==> src/rtl/shift_pkg.sv <==
// shift_pkg: shared types and helpers for the pipelined right shifter
package shift_pkg;
  typedef enum logic {SHIFT_LOGIC = 1'b0, SHIFT_ARITH = 1'b1} shift_mode_e;
  function automatic int STAGES(input int width);
    int n;
    for (n = 0; (1 << n) < width; n++) ;
    return (n < 1) ? 1 : n;
  endfunction
  localparam int DATA_W = 8;
  localparam int AMT_W = STAGES(DATA_W);
  typedef struct packed {
    logic [DATA_W-1:0] data;
    logic [AMT_W-1:0]  amt;
    logic              sign;
    shift_mode_e       mode;
    logic              valid;
  } stage_t;
endpackage

==> src/rtl/shift_right_stage.sv <==
// shift_right_stage: one registered conditional right shift by DIST with valid/ready
module shift_right_stage
  import shift_pkg::*;
#(
  parameter int WIDTH = DATA_W,
  parameter int DIST  = 1
) (
  input  logic   clk,
  input  logic   rst,
  input  stage_t up,
  output logic   up_ready,
  output stage_t dn,
  input  logic   dn_ready
);
  localparam int K = $clog2(DIST);
  logic fill;
  logic [WIDTH-1:0] shifted;
  assign fill = (up.mode == SHIFT_ARITH) && up.sign;
  assign shifted = WIDTH'({{WIDTH{fill}}, up.data} >> DIST);
  // load when empty or when the downstream drains us this cycle
  assign up_ready = !dn.valid || dn_ready;
  always_ff @(posedge clk or posedge rst) begin
    if (rst) dn <= '0;
    else if (up_ready)
      dn <= '{data: up.amt[K] ? shifted : up.data, amt: up.amt, sign: up.sign,
              mode: up.mode, valid: up.valid};
  end
endmodule

==> src/rtl/shift_right_pipe_8.sv <==
// shift_right_pipe_8: pipelined logical/arithmetic right shifter, one stage per amount bit
module shift_right_pipe_8
  import shift_pkg::*;
#(
  parameter int WIDTH = DATA_W
) (
  input  logic             clk,
  input  logic             rst,
  input  logic             in_valid,
  output logic             in_ready,
  input  logic [WIDTH-1:0] a,
  input  logic [WIDTH-1:0] b,
  input  logic             arith,
  output logic             out_valid,
  input  logic             out_ready,
  output logic [WIDTH-1:0] s
);
  localparam int SHW = STAGES(WIDTH);
  stage_t [SHW:0] st;
  logic   [SHW:0] rdy;
  logic unused;
  assign st[0] = '{data: a, amt: b[SHW-1:0], sign: a[WIDTH-1],
                   mode: shift_mode_e'(arith), valid: in_valid};
  assign rdy[SHW] = out_ready;
  assign in_ready = rdy[0];
  assign s = st[SHW].data;
  assign out_valid = st[SHW].valid;
  // amounts >= WIDTH wrap: the high b bits are simply dropped
  assign unused = ^{b[WIDTH-1:SHW], st[SHW].amt, st[SHW].sign, st[SHW].mode};
  for (genvar k = 0; k < SHW; k++) begin : g_stage
    shift_right_stage #(.WIDTH(WIDTH), .DIST(1 << k)) u_stage (
      .clk      (clk),
      .rst      (rst),
      .up       (st[k]),
      .up_ready (rdy[k]),
      .dn       (st[k+1]),
      .dn_ready (rdy[k+1])
    );
  end
endmodule

==> config.mk <==
export PLATFORM = sky130hd
export DESIGN_NAME = shift_right_pipe_8
export DESIGN_NICKNAME = d
export VERILOG_FILES = /design/src/rtl/shift_pkg.sv /design/src/rtl/shift_right_stage.sv /design/src/rtl/shift_right_pipe_8.sv
export SDC_FILE = /design/constraint.sdc
export NUM_CORES = 1
export LEC_CHECK = 0
export CAP_MARGIN = 0
export CORE_ASPECT_RATIO = 1.75
export CORE_MARGIN = 2
export CORE_UTILIZATION = 52
export DETAILED_ROUTE_END_ITERATION = 6
export GPL_TIMING_DRIVEN = 0
export PLACE_DENSITY = 0.81
export SYNTH_ARGS = -nofsm -noshare
export SYNTH_HDL_FRONTEND = slang
export SYNTH_SLANG_ARGS = --single-unit
==> constraint.sdc <==
create_clock -name clk -period 2.31 [get_ports clk]
set_input_delay 0.3465 -clock clk [delete_from_list [all_inputs] [get_ports clk]]
set_output_delay 0.3465 -clock clk [all_outputs]
set_load 0.03 [all_outputs]
After elaboration in Yosys (flattened, before gate mapping)
Index checks and enable logic that the tools add are counted.
Storage, ports and cells
  logic and storage cells: 24
  input bits: 21
  bits in registers: 37
  output and inout port bits: 10
Operators by class
  multiplexer cells: 3
  reductions and logical operators: 9
Operator list (number)
  $mux W8: 3
  $logic_and A1 B1 Y1: 3
  $logic_not A1 Y1: 3
  $logic_or A1 B1 Y1: 3

Longest topological paths before layout
Gate-level depths: netlist of the first run.
  depth in word-level cells: 4
  gate-level depth with buffers: 4
  mapped depth without buffers: 3

Hierarchy
From an unflattened synthesis of the first run, not the netlist that was laid out.
Unflattened totals
  cells, all modules: 133
  area total of the unflattened synthesis: 2016.9 µm²
Modules (own cells, without submodules)
  shift_right_stage at g_stage[0].u_stage: seq. area each 350.3 µm², area an instance 689.4 µm², cells an instance 43, instances 1
  shift_right_stage at g_stage[1].u_stage: seq. area each 350.3 µm², area an instance 670.6 µm², cells an instance 44, instances 1
  shift_right_stage at g_stage[2].u_stage: seq. area each 350.3 µm², area an instance 656.9 µm², cells an instance 46, instances 1

Worst setup path before layout of the first run
Ideal clock, no wire load.
  path kind: reg-to-reg
  start point: register g_stage[2].u_stage.dn[0] (netlist name)
  end point: register g_stage[1].u_stage.dn[13] (netlist name)
  library setup time: 0.125 ns
  period minus slack after synthesis: 1.310 ns
  data required time: 2.185 ns
  path slack: 1.000 ns
  data arrival time: 1.185 ns
  path buffers: 1
  cell stages (with the launch flop): 4
  cell sequence: dfrtp_1 -> nand3b_1 -> buf_2 -> mux2_2
Between the ends
  longest elaborated chain between the ends: 3
RTL lines
  from (decl): RTL line shift_right_stage.sv:12  | output stage_t dn,
  from (signal assigned): RTL line shift_right_stage.sv:25  | dn <= '{data: up.amt[K] ? shifted : up.data, amt: up.amt, sign: up.sign,
  $logic_not A1 Y1: RTL line shift_right_stage.sv:21  | assign up_ready = !dn.valid || dn_ready;
  $logic_or A1 B1 Y1 (2 in a row): RTL line shift_right_stage.sv:21
  to (signal assigned): RTL line shift_right_stage.sv:25
  to (decl): RTL line shift_right_stage.sv:12
Every way passes these cells.
A chain may end at the register's enable or synchronous reset.

Worst setup path after layout of the first run
  start point: input out_ready
  end point: output in_ready
Between the ends
  longest elaborated chain between the ends: 3
RTL lines
  from (decl): RTL line shift_right_pipe_8.sv:15  | input logic out_ready,
  $logic_or A1 B1 Y1 (3 in a row): RTL line shift_right_stage.sv:21
  to (decl): RTL line shift_right_pipe_8.sv:10  | output logic in_ready,
Every way passes these cells.

==> run metrics, run 1 <==
outcome finished clean; crit path launch out_ready; Post-Synthesis Cells 132; DR pass1 iterations 4; initial antenna violation count 0; Total GRT Usage 19.5%; Crit path arrival time 1.54 ns; adder-cell share of the synthesized area 0%; Post-Synth Simple-Gate Area 11.6%; WP buf/inv 3; slowest CP cell clkdlybuf4s50_1; setup TNS 0 ns; largest family of logic cells by synthesized area multiplexers; DR vias 1036; post-route ant nets 0; share of cells above drive strength 1 14.0%; routed len/inst 13.8 µm; XOR/XNOR share of the synthesized area 0%; root buf cell clkbuf_8; Crit. End Element primary output; Tcrit/Tclk final 81.7%; I/O pin count 31; synth-to-layout area growth 25.6%; LEAKAGE 0.847 nW; mean post-synth cell area 11.2 µm²; placed cells 183; highest cell delay on the worst timing path 0.49 ns; Clock Sink Count 34; power density of the placed cells 846 mW/mm²; placed cell area 0.00176 mm²; Slew HR 73.6%; HP Class in -> async; Compound-Gate Fraction of Synth Area 9.87%; clock skew 0.00479 ns; Pins Over Slew Limit 0; most frequent cells in the layout dfrtp_1, clkdlybuf4s50_1, a21oi_1, mux2i_1, nor2_1; clock latency at the later pin of the worst-skew pair 0.28 ns; Max-Cap Viols 0; Port-buffer cells 24; Overall Power 0.00158 W; Clock Pin Slew Worst Setup and Hold Paths 0.07 ns; Largest Register g_stage.u_stage.dn; Critical Path Source Type input pin; post-DR vias/cell 5.42; Yosys warning total 0; Yosys cell types 20; number of CTS-inserted buffers 5; first-pass GRT wire length 4660 µm; largest net degree at the start of global routing 35; Crit Reg-Reg Startpoint g_stage[2].u_stage.dn[0]; DRC viols 0; Yosys top cell by area dfrtp_1; WL final 2640 µm; gp weighted congestion 0.813; Final Hold Viols 0; antenna cell count 0; # setup viols final 0; Initial Util 54.5%; final non-filler cell total 191; RSZ-0062 raised after global routing false; final instance area 0.00186 mm²; row count 25; Max Clock Freq 0.530 GHz; Nets 185; CP Data Required Time 1.96 ns; GR Overflow Total 0; post-place setup slack 0.0338 ns; most area-consuming cells after synthesis dfrtp_1, mux2i_1, a21oi_1, mux2_2, o21ai_0; peak supply drop 0.000560 V; Seq/Total Area, Yosys 57.3%; die height 74.7 µm; H-tree Lvls 2; Top delay family on crit path buffers and inverters; die area 0.00331 mm²; Final HPWL DP 2050 µm; Max clock buf depth 2; flip-flop and latch count after synthesis 34; max FFs per register 34; CP Class in -> out; biggest regs g_stage.u_stage.dn (34); Post-Syn Nets 153; critical path fanouts, max 10; CTS tree yes; die width 44.4 µm; Synth top area share 57.3%; area of the core 0.00272 mm²; fin worst setup slack 0.423 ns; post-synthesis mux area share 17.3%; CP Cell Sequence clkdlybuf4s50_1 > nand4b_4 > buf_2 > dlymetal6s2s_1; post-layout minimum cycle time 1.89 ns; vias in the first global route 1096; initial DRC count 5; measured slew at the worst slew-check pin 0.394 ns; post-synthesis instance area 0.00148 mm²; commonest non-fill, non-tap cell in the layout dfrtp_1
power by group:
| part | leakage [nW] | internal (W) | switching, W |
|---|---|---|---|
| registers | 0.397 | 0.000701 | 0.0000640 |
| clock network | 0.0383 | 0.000207 | 0.000196 |
| logic | 0.412 | 0.000193 | 0.000215 |
| total | 0.847 | 0.00110 | 0.000476 |
synth_stat cells:
cell type,n
clkbuf_2,1
nand3b_1,1
and2b_1,1
buf_6,1
mux2i_1,17
dfrtp_1,34
nand3_1,2
nor2_1,14
mux2_2,5
inv_1,3
o21ai_0,11
or2_2,1
buf_2,6
mux2_4,2
nand2_1,9
nand4b_4,1
a21oi_1,17
nand2b_1,4
a31oi_1,1
and3_1,1
path summary, 6_finish.rpt:
path | end | slack (ns) | cells past startpoint
worst max-delay path | in_ready | 0.42 | 4
worst min-delay path | g_stage[0].u_stage.dn[0] | 0.31 | 2
worst max register to register | g_stage[1].u_stage.dn[2] | 1.07 | 3
worst min register to register | g_stage[2].u_stage.dn[13] | 0.48 | 2
max in group asynchronous | g_stage[1].u_stage.dn[5] | 1.59 | 3
min in group clk | g_stage[2].u_stage.dn[13] | 0.48 | 2
what timing repair did:
item                                    4_1_cts  5_1_grt
resized for setup                             0        1
hold buffers                                  0        0
endpoints found under the setup margin        0        1
setup buffers                                 0        0
area by class of cell:
class | instances | area [µm²]
Buffer | 8 | 46.3
Clock buffer | 7 | 76.3
Fill cell | 223 | 857
Inverter | 3 | 11.3
Multi-Input combinational cell | 87 | 576
Sequential cell | 34 | 851
Tap cell | 27 | 33.8
Timing Repair Buffer | 25 | 270
cell families after synthesis:
group,Yosys count
flops,34
buf+inv,11
compound gates,29
simple gates,34
mux,24
routing by layer:
layer / up-vias / share of wire [%] / GRT usage, %
met2: 27 / 58 / 37.1
met3: 10 / 3.2 / 3.84
met5: - / 0 / 0
met4: 0 / 3.0 / 10.8
met1: 488 / 36 / 18.7
li1: 511 / - / -
through the flow:
step / utilization [%] / hold slack, ns
after CTS: 67.4 / 0.483
after global routing: 68.5 / 0.330
after global placement: 64.6 / 0.460
after detailed placement: 64.6 / 0.470
final: 68.5 / 0.306
after floorplan: - / 0.450
No activity file was read; power rests on OpenSTA's default activity.
==> inputs of run 2 (changes only) <==
Settings changed: CORE_UTILIZATION 52 to 50, PLACE_DENSITY 0.81 to 0.78.
Clock period 2.31 ns to 2 ns, I/O delays scaled along.
==> run 2 against run 1 <==
Count of clock-buffer cells in the layout is 1 lower; final area is 0.20% lower; power is 16% higher; cell count stayed put; hold slack worse by 0.071 ns; sequential cell count stayed put; critical path type unchanged.
==> run metrics, run 2 (synthesis results as in run 1) <==
Final Hold Viols 0 (unchanged); root buf cell clkbuf_8; DR vias 1040 (+0.39%); peak supply drop 0.000652 V (+16%); clock skew 0.000963 ns (-0.00383 ns); HP Class in -> async; Crit. path cell count 4 (unchanged); number of CTS-inserted buffers 5 (unchanged); CP Data Required Time 1.70 ns (-0.26 ns); measured slew at the worst slew-check pin 0.316 ns (-0.0785 ns); Tcrit/Tclk final 94.6%; share of cells above drive strength 1 14.7% (+0.70 points); first-pass GRT wire length 4620 µm (-1.0%); Largest Register g_stage.u_stage.dn; DRC viols 0 (unchanged); Slew HR 78.9% (+5.3 points); commonest non-fill, non-tap cell in the layout dfrtp_1; post-DR vias/cell 5.45 (+0.39%); die area 0.00344 mm² (+3.7%); RSZ-0062 raised after global routing false; Clock Sink Count 34 (unchanged); highest cell delay on the worst timing path 0.48 ns (about the same); most frequent cells in the layout dfrtp_1, clkdlybuf4s50_1, a21oi_1, mux2i_1, nor2_1; Reg2Reg Depth 3 (unchanged); WL final 2630 µm (-0.15%); Top delay family on crit path buffers and inverters; clock latency at the later pin of the worst-skew pair 0.28 ns (about the same); slowest CP cell clkdlybuf4s50_1; CP Class in -> out; antenna cell count 0 (unchanged); post-layout minimum cycle time 1.89 ns; critical path fanouts, max 10 (unchanged); Max-Cap Viols 0 (unchanged); die height 76.1 µm (+1.9%); Total GRT Usage 18.5% (-0.98 points); Overall Power 0.00184 W (+16%); area of the core 0.00286 mm² (+5.2%); outcome finished clean; Crit path arrival time 1.59 ns (+0.05 ns); Max clock buf depth 2 (unchanged); Max Clock Freq 0.529 GHz; Nets 185 (unchanged); LEAKAGE 0.845 nW (-0.25%); # setup viols final 0 (unchanged); routed len/inst 13.8 µm (-0.15%); CP Cell Sequence clkdlybuf4s50_1 > nand4b_4 > buf_2 > dlygate4sd2_1; placed cell area 0.00176 mm² (about the same); power density of the placed cells 987 mW/mm² (+17%); post-route ant nets 0 (unchanged); Initial Util 51.8% (-2.7 points); max FFs per register 34 (unchanged); H-tree Lvls 2 (unchanged); final instance area 0.00186 mm² (-0.20%); WP buf/inv 3 (unchanged); biggest regs g_stage.u_stage.dn (34); CTS Hold Bufs 0 (unchanged); die width 45.2 µm (+1.8%); synth-to-layout area growth 25.4%; Clock Pin Slew Worst Setup and Hold Paths 0.06 ns (about the same); post-cts resize count 1 (+1); CTS tree yes; initial antenna violation count 0 (unchanged); vias in the first global route 1050 (-4.2%); Critical Path Source Type input pin; row count 26 (+4.0%); Final HPWL DP 1990 µm (-3.1%); GR Overflow Total 0 (unchanged); gp weighted congestion 0.803 (-1.3%); Port-buffer cells 24 (unchanged); largest net degree at the start of global routing 35 (unchanged); I/O pin count 31 (unchanged); initial DRC count 18 (+13); # Post-CTS Setup Buffers 0 (unchanged); Final Core Density 65.0% (-3.5 points); Crit. End Element primary output; DR pass1 iterations 4 (unchanged); Pins Over Slew Limit 0 (unchanged)
## run 2: cell count changes in the layout (fill, tap and decap cells not counted)
cell	change
clkbuf_1	-2
buf_12	+1
buf_16	-1
clkbuf_8	+1
dlygate4sd2_1	+1
dlymetal6s2s_1	-1
## run 2: metal layers
layer  GRT usage, %  up-vias  share of wire (%)
li1               -      511                  -
met1           19.5      501                 36
met2           31.9       23                 58
met3           5.69        5                4.0
met4           7.94        0                2.0
met5              0        -                  0
## run 2: cell type report
cell class,count,area (µm²)
Sequential cell,34,851
Clock buffer,6,82.6
Tap cell,28,35.0
Fill cell,253,1000
Inverter,3,11.3
Multi-Input combinational cell,87,576
Timing Repair Buffer,25,259
Buffer,8,46.3
## run 2: final timing paths
path / from / end / slack [ns]
max reg2reg: g_stage[2].u_stage.dn[0] / g_stage[1].u_stage.dn[13] / 0.77
min: rst / g_stage[0].u_stage.dn[0] / 0.23
max in group asynchronous: rst / g_stage[1].u_stage.dn[5] / 1.36
max: out_ready / in_ready / 0.11
min in group clk: g_stage[2].u_stage.dn[10] / g_stage[2].u_stage.dn[10] / 0.48
min reg2reg: g_stage[2].u_stage.dn[10] / g_stage[2].u_stage.dn[10] / 0.48
## run 2: stage by stage
| step | hold WS (ns) | TNS, ns | std cells | setup WS, ns |
|---|---|---|---|---|
| 2_1_floorplan | 0.408 | 0 | 132 | 0.690 |
| 3_3_place_gp | 0.461 | -0.178 | 184 | -0.178 |
| 3_5_place_dp | 0.469 | -0.174 | 184 | -0.174 |
| 4_1_cts | 0.483 | 0 | 190 | 0.0976 |
| 5_1_grt | 0.247 | 0 | 191 | 0.0494 |
| 6_report | 0.235 | 0 | 191 | 0.108 |
## run 2: power breakdown
part	switching, W	internal (W)	total, W
Sequential	0.0000724	0.000810	0.000882
Clock	0.000220	0.000265	0.000485
Combinational	0.000249	0.000220	0.000469
==> inputs of run 3 (changes only) <==
Settings changed: CORE_MARGIN 2 to default, SLEW_MARGIN from default to 40.
==> run 3 against run 2 <==
Maximum frequency decreased by 1.1%; combinational power decreased by 0.9%; critical endpoint unchanged; setup slack worse by 0.022 ns; critical path type unchanged; count of clock-buffer cells in the layout increased by 1; hold slack improved by 0.21 ns; via count is 0.67% lower; largest cell class unchanged.
==> run metrics, run 3 (synthesis results as in run 1) <==
CP Class in -> out; Clock Sink Count 34 (unchanged); area of the core 0.00275 mm² (-3.8%); clock skew 0.00521 ns (+0.00424 ns); root buf cell clkbuf_8; CTS Hold Bufs 0 (unchanged); slowest CP cell clkdlybuf4s50_1; Total GRT Usage 19.5% (+1.1 points); RSZ-0062 raised after global routing false; H-tree Lvls 2 (unchanged); Initial Util 53.9% (+2.1 points); CP Data Required Time 1.70 ns (about the same); CP Cell Sequence clkdlybuf4s50_1 > nand4b_4 > buf_2 > dlygate4sd2_1; I/O pin count 31 (unchanged); die area 0.00320 mm² (-6.9%); number of CTS-inserted buffers 5 (unchanged); post-place setup slack -0.188 ns (-0.0146 ns); Nets 184 (-0.54%); Max Clock Freq 0.523 GHz (-1.1%); DRC viols 0 (unchanged); most frequent cells in the layout dfrtp_1, clkdlybuf4s50_1, a21oi_1, mux2i_1, nor2_1; clock latency at the later pin of the worst-skew pair 0.28 ns (about the same); Max clock buf depth 2 (unchanged); Clock Pin Slew Worst Setup and Hold Paths 0.07 ns (about the same); die height 74.1 µm (-2.6%); largest net degree at the start of global routing 35 (unchanged); measured slew at the worst slew-check pin 0.692 ns (+0.377 ns); gp weighted congestion 0.783 (-2.4%); GR Overflow Total 0 (unchanged); hold slack 0.443 ns (+0.208 ns); initial DRC count 23 (+5); Tcrit/Tclk final 95.7% (+1.1 points); biggest regs g_stage.u_stage.dn (34); Overall Power 0.00186 W (+1.4%); CTS tree yes; Max-Cap Viols 0 (unchanged); Slew HR 53.8% (-25 points); row count 25 (-3.8%); peak supply drop 0.000634 V (-2.6%); DR pass1 iterations 4 (unchanged); Reg2Reg Depth 3 (unchanged); Crit path arrival time 1.61 ns (+0.02 ns); share of cells above drive strength 1 15.2% (+0.52 points); post-DR vias/cell 5.41 (-0.67%); highest cell delay on the worst timing path 0.49 ns (about the same); DR vias 1033 (-0.67%); die width 43.2 µm (-4.4%); Pins Over Slew Limit 0 (unchanged); placed cell area 0.00176 mm² (about the same); Final HPWL DP 2010 µm (+0.93%); Critical Path Source Type input pin; commonest non-fill, non-tap cell in the layout dfrtp_1; # Post-CTS Setup Buffers 0 (unchanged); max FFs per register 34 (unchanged); Port-buffer cells 24 (unchanged); outcome finished clean; Final Hold Viols 0 (unchanged); routed len/inst 14.0 µm (+1.5%); critical path fanouts, max 10 (unchanged); vias in the first global route 1089 (+3.7%); WL final 2670 µm (+1.5%); post-layout minimum cycle time 1.91 ns (+0.0216 ns); HP Class in -> async; antenna cell count 0 (unchanged); LEAKAGE 0.843 nW (-0.19%); fin worst setup slack 0.0864 ns (-0.0216 ns); post-route ant nets 0 (unchanged); initial antenna violation count 0 (unchanged); Largest Register g_stage.u_stage.dn; final instance area 0.00185 mm² (-0.67%); power density of the placed cells 1010 mW/mm² (+2.1%); Crit. End Element primary output; # setup viols final 0 (unchanged); first-pass GRT wire length 4590 µm (-0.61%); synth-to-layout area growth 24.5%
[run 3: cell types whose count changed in the layout (fill, tap and decap cells not counted)]
cell,previous run,this run
buf_12,1,0
clkbuf_1,0,1
clkinv_1,1,0
clkinv_2,0,1
inv_2,0,1
[run 3: repair_timing]
action / CTS / global route
gates resized for setup: 1 / 0
endpoints found under the setup margin: 1 / 0
hold endpoints to repair: 0 / 0
[run 3: report_power, final]
group / switching, W / internal, W / leakage [nW]
registers: 0.0000732 / 0.000809 / 0.397
clock network: 0.000237 / 0.000277 / 0.0482
logic: 0.000249 / 0.000216 / 0.398
total: 0.000559 / 0.00130 / 0.843
[run 3: metrics by stage]
stage / std cells / TNS [ns] / utilization (%)
floorplan: 132 / 0 / -
global placement: 183 / -0.173 / 63.9
detailed placement: 183 / -0.188 / 63.9
CTS: 191 / 0 / 67.1
global route: 191 / 0 / 67.1
finish: 191 / 0 / 67.1
[run 3: worst max-delay path: cells and delay by family]
family                 cells  cell delay (ns)
and+or+nand+nor            1             0.18
buffers and inverters      3             1.13
[run 3: path summary, 6_finish.rpt]
| check | startpoint | endpoint | slack [ns] |
|---|---|---|---|
| max in group asynchronous | rst | g_stage[0].u_stage.dn[5] | 1.11 |
| min in group clk | g_stage[2].u_stage.dn[13] | g_stage[2].u_stage.dn[13] | 0.48 |
| min | rst | g_stage[2].u_stage.dn[0] | 0.44 |
| max reg2reg | g_stage[2].u_stage.dn[0] | g_stage[1].u_stage.dn[2] | 0.75 |
| min reg2reg | g_stage[2].u_stage.dn[13] | g_stage[2].u_stage.dn[13] | 0.48 |
| max | out_ready | in_ready | 0.09 |
[run 3: area by class of cell]
type | instances | area [µm²]
repair buffers | 24 | 239
clock buffers | 7 | 86.3
fillers | 241 | 905
inverters | 3 | 11.3
plain buffers | 8 | 46.3
clock inverters | 1 | 5.00
well taps | 27 | 33.8
flip-flops and latches | 34 | 851
multi-input cells | 87 | 576
[run 3: layer usage]
| layer | vias to the layer above | part of all wire (%) | routed length, µm | GRT usage [%] |
|---|---|---|---|---|
| met5 | - | 0 | 0 | 0 |
| met1 | 486 | 36 | 967 | 19.4 |
| met3 | 7 | 3.4 | 91 | 4.37 |
| met4 | 0 | 2.1 | 55 | 10.1 |
| li1 | 513 | - | - | - |
| met2 | 27 | 58 | 1560 | 36.7 |
